<file path="src/rtl/wash_phase_timer.sv">
// Wash/spin phase timer feeding cycle_timeout and spin_timeout to the washer controller.
// Phase is inferred from the controller outputs; all outputs are registered.
module wash_phase_timer #(
  parameter int unsigned TICK_DIV  = 50_000_000,
  parameter int unsigned WASH_SECS = 600,
  parameter int unsigned SPIN_SECS = 300,
  parameter int unsigned CNT_W     = 16
) (
  input  logic             clk,
  input  logic             reset,
  input  logic             motor_on,
  input  logic             drain_valve_on,
  input  logic             drained,
  input  logic             door_lock,
  output logic             cycle_timeout,
  output logic             spin_timeout,
  output logic [CNT_W-1:0] secs_remaining,
  output logic             timer_busy
);

  localparam int unsigned      PRE_W     = (TICK_DIV > 1) ? $clog2(TICK_DIV) : 1;
  localparam logic [PRE_W-1:0] PRE_MAX   = PRE_W'(TICK_DIV - 1);
  localparam logic [CNT_W-1:0] WASH_LOAD = CNT_W'(WASH_SECS);
  localparam logic [CNT_W-1:0] SPIN_LOAD = CNT_W'(SPIN_SECS);
  localparam logic [CNT_W-1:0] CNT_ONE   = CNT_W'(1);

  typedef enum logic [2:0] {
    IDLE      = 3'd0,
    WASH      = 3'd1,
    WASH_DONE = 3'd2,
    SPIN      = 3'd3,
    SPIN_DONE = 3'd4
  } state_t;

  state_t           state_reg, state_next;
  logic [PRE_W-1:0] pre_cnt_reg, pre_cnt_next;
  logic [CNT_W-1:0] sec_cnt_reg, sec_cnt_next;

  logic run_wash;
  logic run_spin;
  logic run_active;
  logic tick;
  logic in_wash_phase;
  logic timing_next;

  assign run_wash = motor_on & door_lock;
  assign run_spin = drain_valve_on & drained & door_lock & ~motor_on;
  assign tick     = (pre_cnt_reg == PRE_MAX);

  // Run condition of whichever phase we are currently in; a switch to the other
  // phase makes this fall, so phase changes always pass through IDLE.
  assign in_wash_phase = (state_reg == WASH) || (state_reg == WASH_DONE);
  assign run_active    = in_wash_phase ? run_wash : run_spin;

  always_comb begin
    state_next   = state_reg;
    pre_cnt_next = pre_cnt_reg;
    sec_cnt_next = sec_cnt_reg;

    case (state_reg)
      IDLE: begin
        pre_cnt_next = '0;
        sec_cnt_next = '0;
        if (run_wash) begin
          state_next   = WASH;
          sec_cnt_next = WASH_LOAD;
        end else if (run_spin) begin
          state_next   = SPIN;
          sec_cnt_next = SPIN_LOAD;
        end
      end

      WASH, SPIN: begin
        if (!run_active) begin
          state_next   = IDLE;
          pre_cnt_next = '0;
          sec_cnt_next = '0;
        end else if (sec_cnt_reg == '0) begin
          // Zero-length phase completes on the first clock after entry.
          state_next   = (state_reg == WASH) ? WASH_DONE : SPIN_DONE;
          pre_cnt_next = '0;
        end else if (tick) begin
          pre_cnt_next = '0;
          if (sec_cnt_reg == CNT_ONE) begin
            state_next   = (state_reg == WASH) ? WASH_DONE : SPIN_DONE;
            sec_cnt_next = '0;
          end else begin
            sec_cnt_next = sec_cnt_reg - CNT_ONE;
          end
        end else begin
          pre_cnt_next = pre_cnt_reg + PRE_W'(1);
        end
      end

      WASH_DONE, SPIN_DONE: begin
        pre_cnt_next = '0;
        sec_cnt_next = '0;
        if (!run_active) begin
          state_next = IDLE;
        end
      end

      default: begin
        state_next   = IDLE;
        pre_cnt_next = '0;
        sec_cnt_next = '0;
      end
    endcase
  end

  assign timing_next = (state_next == WASH) || (state_next == SPIN);

  // Outputs are derived from next-state values so they register in step with the state.
  always_ff @(posedge clk or posedge reset) begin
    if (reset) begin
      state_reg      <= IDLE;
      pre_cnt_reg    <= '0;
      sec_cnt_reg    <= '0;
      cycle_timeout  <= 1'b0;
      spin_timeout   <= 1'b0;
      secs_remaining <= '0;
      timer_busy     <= 1'b0;
    end else begin
      state_reg      <= state_next;
      pre_cnt_reg    <= pre_cnt_next;
      sec_cnt_reg    <= sec_cnt_next;
      cycle_timeout  <= (state_next == WASH_DONE);
      spin_timeout   <= (state_next == SPIN_DONE);
      secs_remaining <= timing_next ? sec_cnt_next : '0;
      timer_busy     <= timing_next;
    end
  end

endmodule

</file>
<file path="config.mk">
export PLATFORM = sky130hd
export DESIGN_NAME = wash_phase_timer
export DESIGN_NICKNAME = d
export VERILOG_FILES = /design/src/rtl/wash_phase_timer.sv
export SDC_FILE = /design/constraint.sdc
export NUM_CORES = 1
export LEC_CHECK = 0
export CORE_MARGIN = 2
export CORE_UTILIZATION = 52
export CTS_CLUSTER_DIAMETER = 200
export DETAILED_ROUTE_END_ITERATION = 7
export HOLD_SLACK_MARGIN = 0.08
export PLACE_DENSITY = 0.75
export SETUP_SLACK_MARGIN = 0.3
export SLEW_MARGIN = 5
export SYNTH_ARGS = -nofsm -noshare
export SYNTH_HDL_FRONTEND = slang
export SYNTH_SLANG_ARGS = --single-unit
export TNS_END_PERCENT = 5
</file>
<file path="constraint.sdc">
create_clock -name clk -period 2.45 [get_ports clk]
set_clock_uncertainty 0.1 [all_clocks]
set_input_delay 0.49 -clock clk [delete_from_list [all_inputs] [get_ports clk]]
set_output_delay 0.49 -clock clk [all_outputs]
set_load 0.03 [all_outputs]
</file>
After elaboration in Yosys (flattened, before gate mapping)
Index checks and enable logic that the tools add are counted.
{ "totals": {"ff_bits": 64, "in_bits": 6, "output_inout_bits": 19, "wordCells": 52} }
{ "classes": {"addsub": 2, "eq_ne": 10, "n_mux": 22, "bitwise": 5, "n_reduce_logical": 6} }
{ "op_table": {"columns": ["operator", "count"], "rows": [
  ["2-to-1 mux 26 bit", 4],
  ["2-to-1 mux 16 bit", 5],
  ["one-hot mux 16 bit (2 select lines)", 1],
  ["adder 26 x 1 -> 26 bit (second input constant)", 1],
  ["equality test 26 bit (second input constant)", 1],
  ["2-to-1 mux 3 bit", 8],
  ["equality test 16 x 1 -> 1 bit (second input constant)", 1],
  ["zero test 16 bit", 1],
  ["subtractor 16 x 1 -> 16 bit (second input constant)", 1],
  ["equality test 3 x 2 -> 1 bit (second input constant)", 4],
  ["2-to-1 mux 10 bit", 1],
  ["2-to-1 mux 9 bit", 1],
  ["one-hot mux 3 bit (3 select lines)", 1],
  ["equality test 3 x 1 -> 1 bit (second input constant)", 2],
  ["equality test 3 bit (second input constant)", 2],
  ["AND 1 bit", 4],
  ["OR reduction 2 bit", 2],
  ["zero test 3 bit", 1],
  ["logical OR 1 bit", 2],
  ["2-to-1 mux 1 bit", 1],
  ["NOT 1 bit", 1]
]} }

Longest topological paths before layout
{ "depth": {"word_depth": 10, "ltp_mapped": 9, "depth_no_buf": 7} }

Worst setup path before layout
No wires, ideal clock.
{ "synth_timing": {"kind": "reg2reg", "start": "register sec_cnt_reg[0]", "end": "register sec_cnt_reg[10]", "setup_time_ps": 134, "t_arrival_ps": 2120, "required_time_ps": 2216, "setup_slack_ps": 95, "path_stages_with_launch": 8, "path_buffers": 0, "synth_period_minus_slack_ps": 2355, "cell_sequence": "dfrtp_1 inv_1 ha_1 or4b_2 or4_2 nand2_1 or4_1 a21oi_1"} }
{ "synth_via": {"elab_chain_len": 6, "elab_cells_between_ends": 8, "classes_between": "1 x add/sub; 1 x eq/ne; 5 x mux; 1 x reduce/logical"} }
{ "synth_rtl": {"columns": ["element", "line_no", "text"], "rows": [
  ["start, declared", "37", "logic [CNT_W-1:0] sec_cnt_reg, sec_cnt_next;"],
  ["start signal, assigned", "126", "sec_cnt_reg <= sec_cnt_next;"],
  ["subtractor 16 x 1 -> 16 bit or equality test 16 x 1 -> 1 bit (tied branches)", "88, 84", null],
  ["2-to-1 mux 16 bit", "84", "if (sec_cnt_reg == CNT_ONE) begin"],
  ["2-to-1 mux 16 bit", "82", "end else if (tick) begin"],
  ["2-to-1 mux 16 bit (*)", "78", "end else if (sec_cnt_reg == '0) begin"],
  ["2-to-1 mux 16 bit (*)", "74", "if (!run_active) begin"],
  ["one-hot mux 16 bit (2 select lines) (*)", "60", "case (state_reg)"],
  ["via sec_cnt_next[10]", "37", null]
]} }
The timed path passes the listed nets; every way through them passes the cells marked *.

Final worst setup path
{ "layout_timing": {"start": "register sec_cnt_reg[9]", "end": "register sec_cnt_reg[14]"} }
The elaborated chain is that of the path after synthesis.

==> impl_metrics.env <==
export IMPL_ios=25
export IMPL_netlist_area_leader_share_pct=50.3
export IMPL_drv_slew=0
export IMPL_cts_tree="built"
export IMPL_clk_path_buf_depth=2
export IMPL_grt_max_degree=65
export IMPL_core_area_mm2=0.00592
export IMPL_wire_per_inst_um=16.2
export IMPL_grt_use_total_pct=24.1
export IMPL_dr_pass1_iters=4
export IMPL_finalCriticalPeriod_ns=2.33
export IMPL_peakVddDrop_uv=375
export IMPL_largest_register_ffs=26
export IMPL_die_x_um=82.3
export IMPL_die_h_um=82.3
export IMPL_vias=2778
export IMPL_power_leakage_nw=1.65
export IMPL_yosysWarnings=0
export IMPL_synthesis_nets=340
export IMPL_port_buffer_count=24
export IMPL_grt_pass1_wl_um=12300
export IMPL_synth_cell_types=46
export IMPL_end_kind="flop"
export IMPL_hpwl_um=4920
export IMPL_remaining_drc_errors=0
export IMPL_htree_levels=3
export IMPL_ys_seq_area_share_pct=50.3
export IMPL_p_total_w=0.00234
export IMPL_synthMostInstantiatedCell="dfrtp_1"
export IMPL_cts_hold_buf=0
export IMPL_clock_latency_ns=0.35
export IMPL_drt_iter0_markers=155
export IMPL_max_freq_ghz=0.429
export IMPL_post_dp_cell_area_mm2=0.00368
export IMPL_die_area_mm2=0.00677
export IMPL_post_place_cells=443
export IMPL_clock_sinks=64
export IMPL_clk_pin_slew_ns=0.07
export IMPL_initial_utilization_pct=53.8
export IMPL_powerDensity_mw_per_mm2=575
export IMPL_rows=28
export IMPL_gp_congestion=0.890
export IMPL_final_cells=466
export IMPL_grt_pass1_vias=2683
export IMPL_wl_met1_um=3260
export IMPL_synth_area_leaders="dfrtp_1, a21oi_1, nor2_1, xnor2_1, nand3_1"
export IMPL_drtAntennaViolNets=0
export IMPL_top_layer="met4"
export IMPL_area_delta_synth_final_pct=28.0
export IMPL_post_route_cell_area_mm2=0.00408
export IMPL_path_class="reg -> reg"
export IMPL_syn_avg_cell_area_um2=9.66
export IMPL_outcome="finished clean"
export IMPL_ys_ff_latch=64
export IMPL_crit_fanout=3
export IMPL_rsz0062_at_grt="true"
export IMPL_setup_viol=0
export IMPL_wl_met2_um=3840
export IMPL_setup_tns_ns=0
export IMPL_antenna_cells=0
export IMPL_globalRouteOverflowTotal=0
export IMPL_crit_required_ns=2.63
export IMPL_syn_inst=330
export IMPL_hold_viol=0
export IMPL_nets=396
export IMPL_hold_class="reg -> reg"
export IMPL_slew_headroom_pct=57.9
export IMPL_synth_top_flop_cell="dfrtp_1"
export IMPL_worst_slew_pin_transition_ns=0.626
export IMPL_crit_arrival_ns=2.50
export IMPL_wirelength_um=7570
export IMPL_syn_area_mm2=0.00319
export IMPL_synth_async_reset_ratio_pct=100
export IMPL_grt_antenna_before_repair=0
export IMPL_cts_buffers=9
export IMPL_post_drt_via_cell_ratio=5.96
export IMPL_finalCritPeriodShare_pct=95.1
export IMPL_synth_edff_count=0
export IMPL_start_kind="flop"
export IMPL_maxCapViolations=0
export IMPL_yosys_top_cells_count="dfrtp_1, nor2_1, a21oi_1, nand2_1, nand3_1"
export IMPL_clockRootBuffer="clkbuf_8"
export IMPL_layout_drive_gt1_share_pct=21.0
export IMPL_synth_top_cell_by_area="dfrtp_1"
export IMPL_route_met3_wl_um=320
==> per-stage QoR <==
step	util, %	hold slack [ns]	setup WS (ns)
final	68.9	0.391	0.121
after global placement	62.1	0.376	0.0997
after CTS	67.8	0.397	0.148
after detailed placement	62.1	0.388	0.0146
after global routing	68.9	0.419	0.0248
after floorplan	-	0.357	0.152
==> where the power goes <==
group | internal (W) | switching, W | leakage [nW]
clock | 0.000601 | 0.000408 | 0.108
sequential | 0.00107 | 0.0000177 | 0.889
combinational | 0.0000973 | 0.000147 | 0.653
total | 0.00177 | 0.000573 | 1.65
==> critical path, stage by stage (launching register included) <==
cell     delay (ns)
dfrtp_1        0.40
or4_4          0.54
or3_4          0.39
or2_1          0.27
or4_4          0.44
a21oi_2        0.13
==> final timing paths <==
path / slack [ns] / to / start / cells after the start
worst max-delay path: 0.12 / sec_cnt_reg[14] / sec_cnt_reg[9] / 5
worst min-delay path: 0.39 / pre_cnt_reg[0] / pre_cnt_reg[0] / 1
worst max register to register: 0.12 / sec_cnt_reg[14] / sec_cnt_reg[9] / 5
worst min register to register: 0.39 / pre_cnt_reg[0] / pre_cnt_reg[0] / 1
max in group asynchronous: 1.54 / timer_busy / reset / 3
min in group asynchronous: 0.43 / sec_cnt_reg[11] / reset / 3
==> kinds of logic after synthesis <==
logic type,after synthesis,share of synthesized area [%]
flip-flops,64,50.3
adder cells (fa/ha/maj),4,1.57
AO/OA/AOI/OAI,64,11.9
XOR/XNOR,22,6.05
buffers and inverters,18,2.51
multiplexers,3,0.982
AND/OR/NAND/NOR,155,26.7
==> placed cells by master, fill, tap and decap left out, types with 3 or more instances in the layout <==
cell type	instances
xnor2_1	13
dfrtp_1	64
and2_1	3
nand4_1	9
xor2_1	9
a211o_1	3
a21oi_1	27
a21oi_2	3
nor2_1	40
clkbuf_8	10
and4_1	6
nand2_1	20
clkdlybuf4s50_1	24
o31ai_1	5
buf_4	29
or4_4	6
a31oi_1	5
nor3_1	9
nand3_2	3
nand4b_1	3
nand3_1	16
clkbuf_1	3
or3_1	7
and3_1	6
inv_1	5
nor4_1	6
o21ai_0	10
or3_2	3
inv_2	3
==> final cells by class <==
| cell class | count | area (µm²) |
|---|---|---|
| fillers | 452 | 1840 |
| multi-input cells | 248 | 1650 |
| flip-flops and latches | 64 | 1600 |
| repair buffers | 55 | 489 |
| clock buffers | 13 | 149 |
| well taps | 75 | 93.8 |
| clock inverters | 3 | 65.1 |
| inverters | 8 | 30.0 |
==> metal layers <==
metal | global-route usage [%] | vias up
met3 | 6.30 | 19
li1 | - | 1324
met2 | 40.5 | 62
met5 | 0 | -
met1 | 30.0 | 1373
met4 | 8.83 | 0
==> timing repair <==
item / in CTS / in global routing
hold endpoints to repair: 0 / 0
gates resized for setup: 24 / 10
buffers inserted: 5 / 2
pin swaps: 11 / 5
cloned: 0 / 0
setup endpoints to repair: 34 / 59
No activity file was read; power rests on OpenSTA's default activity.
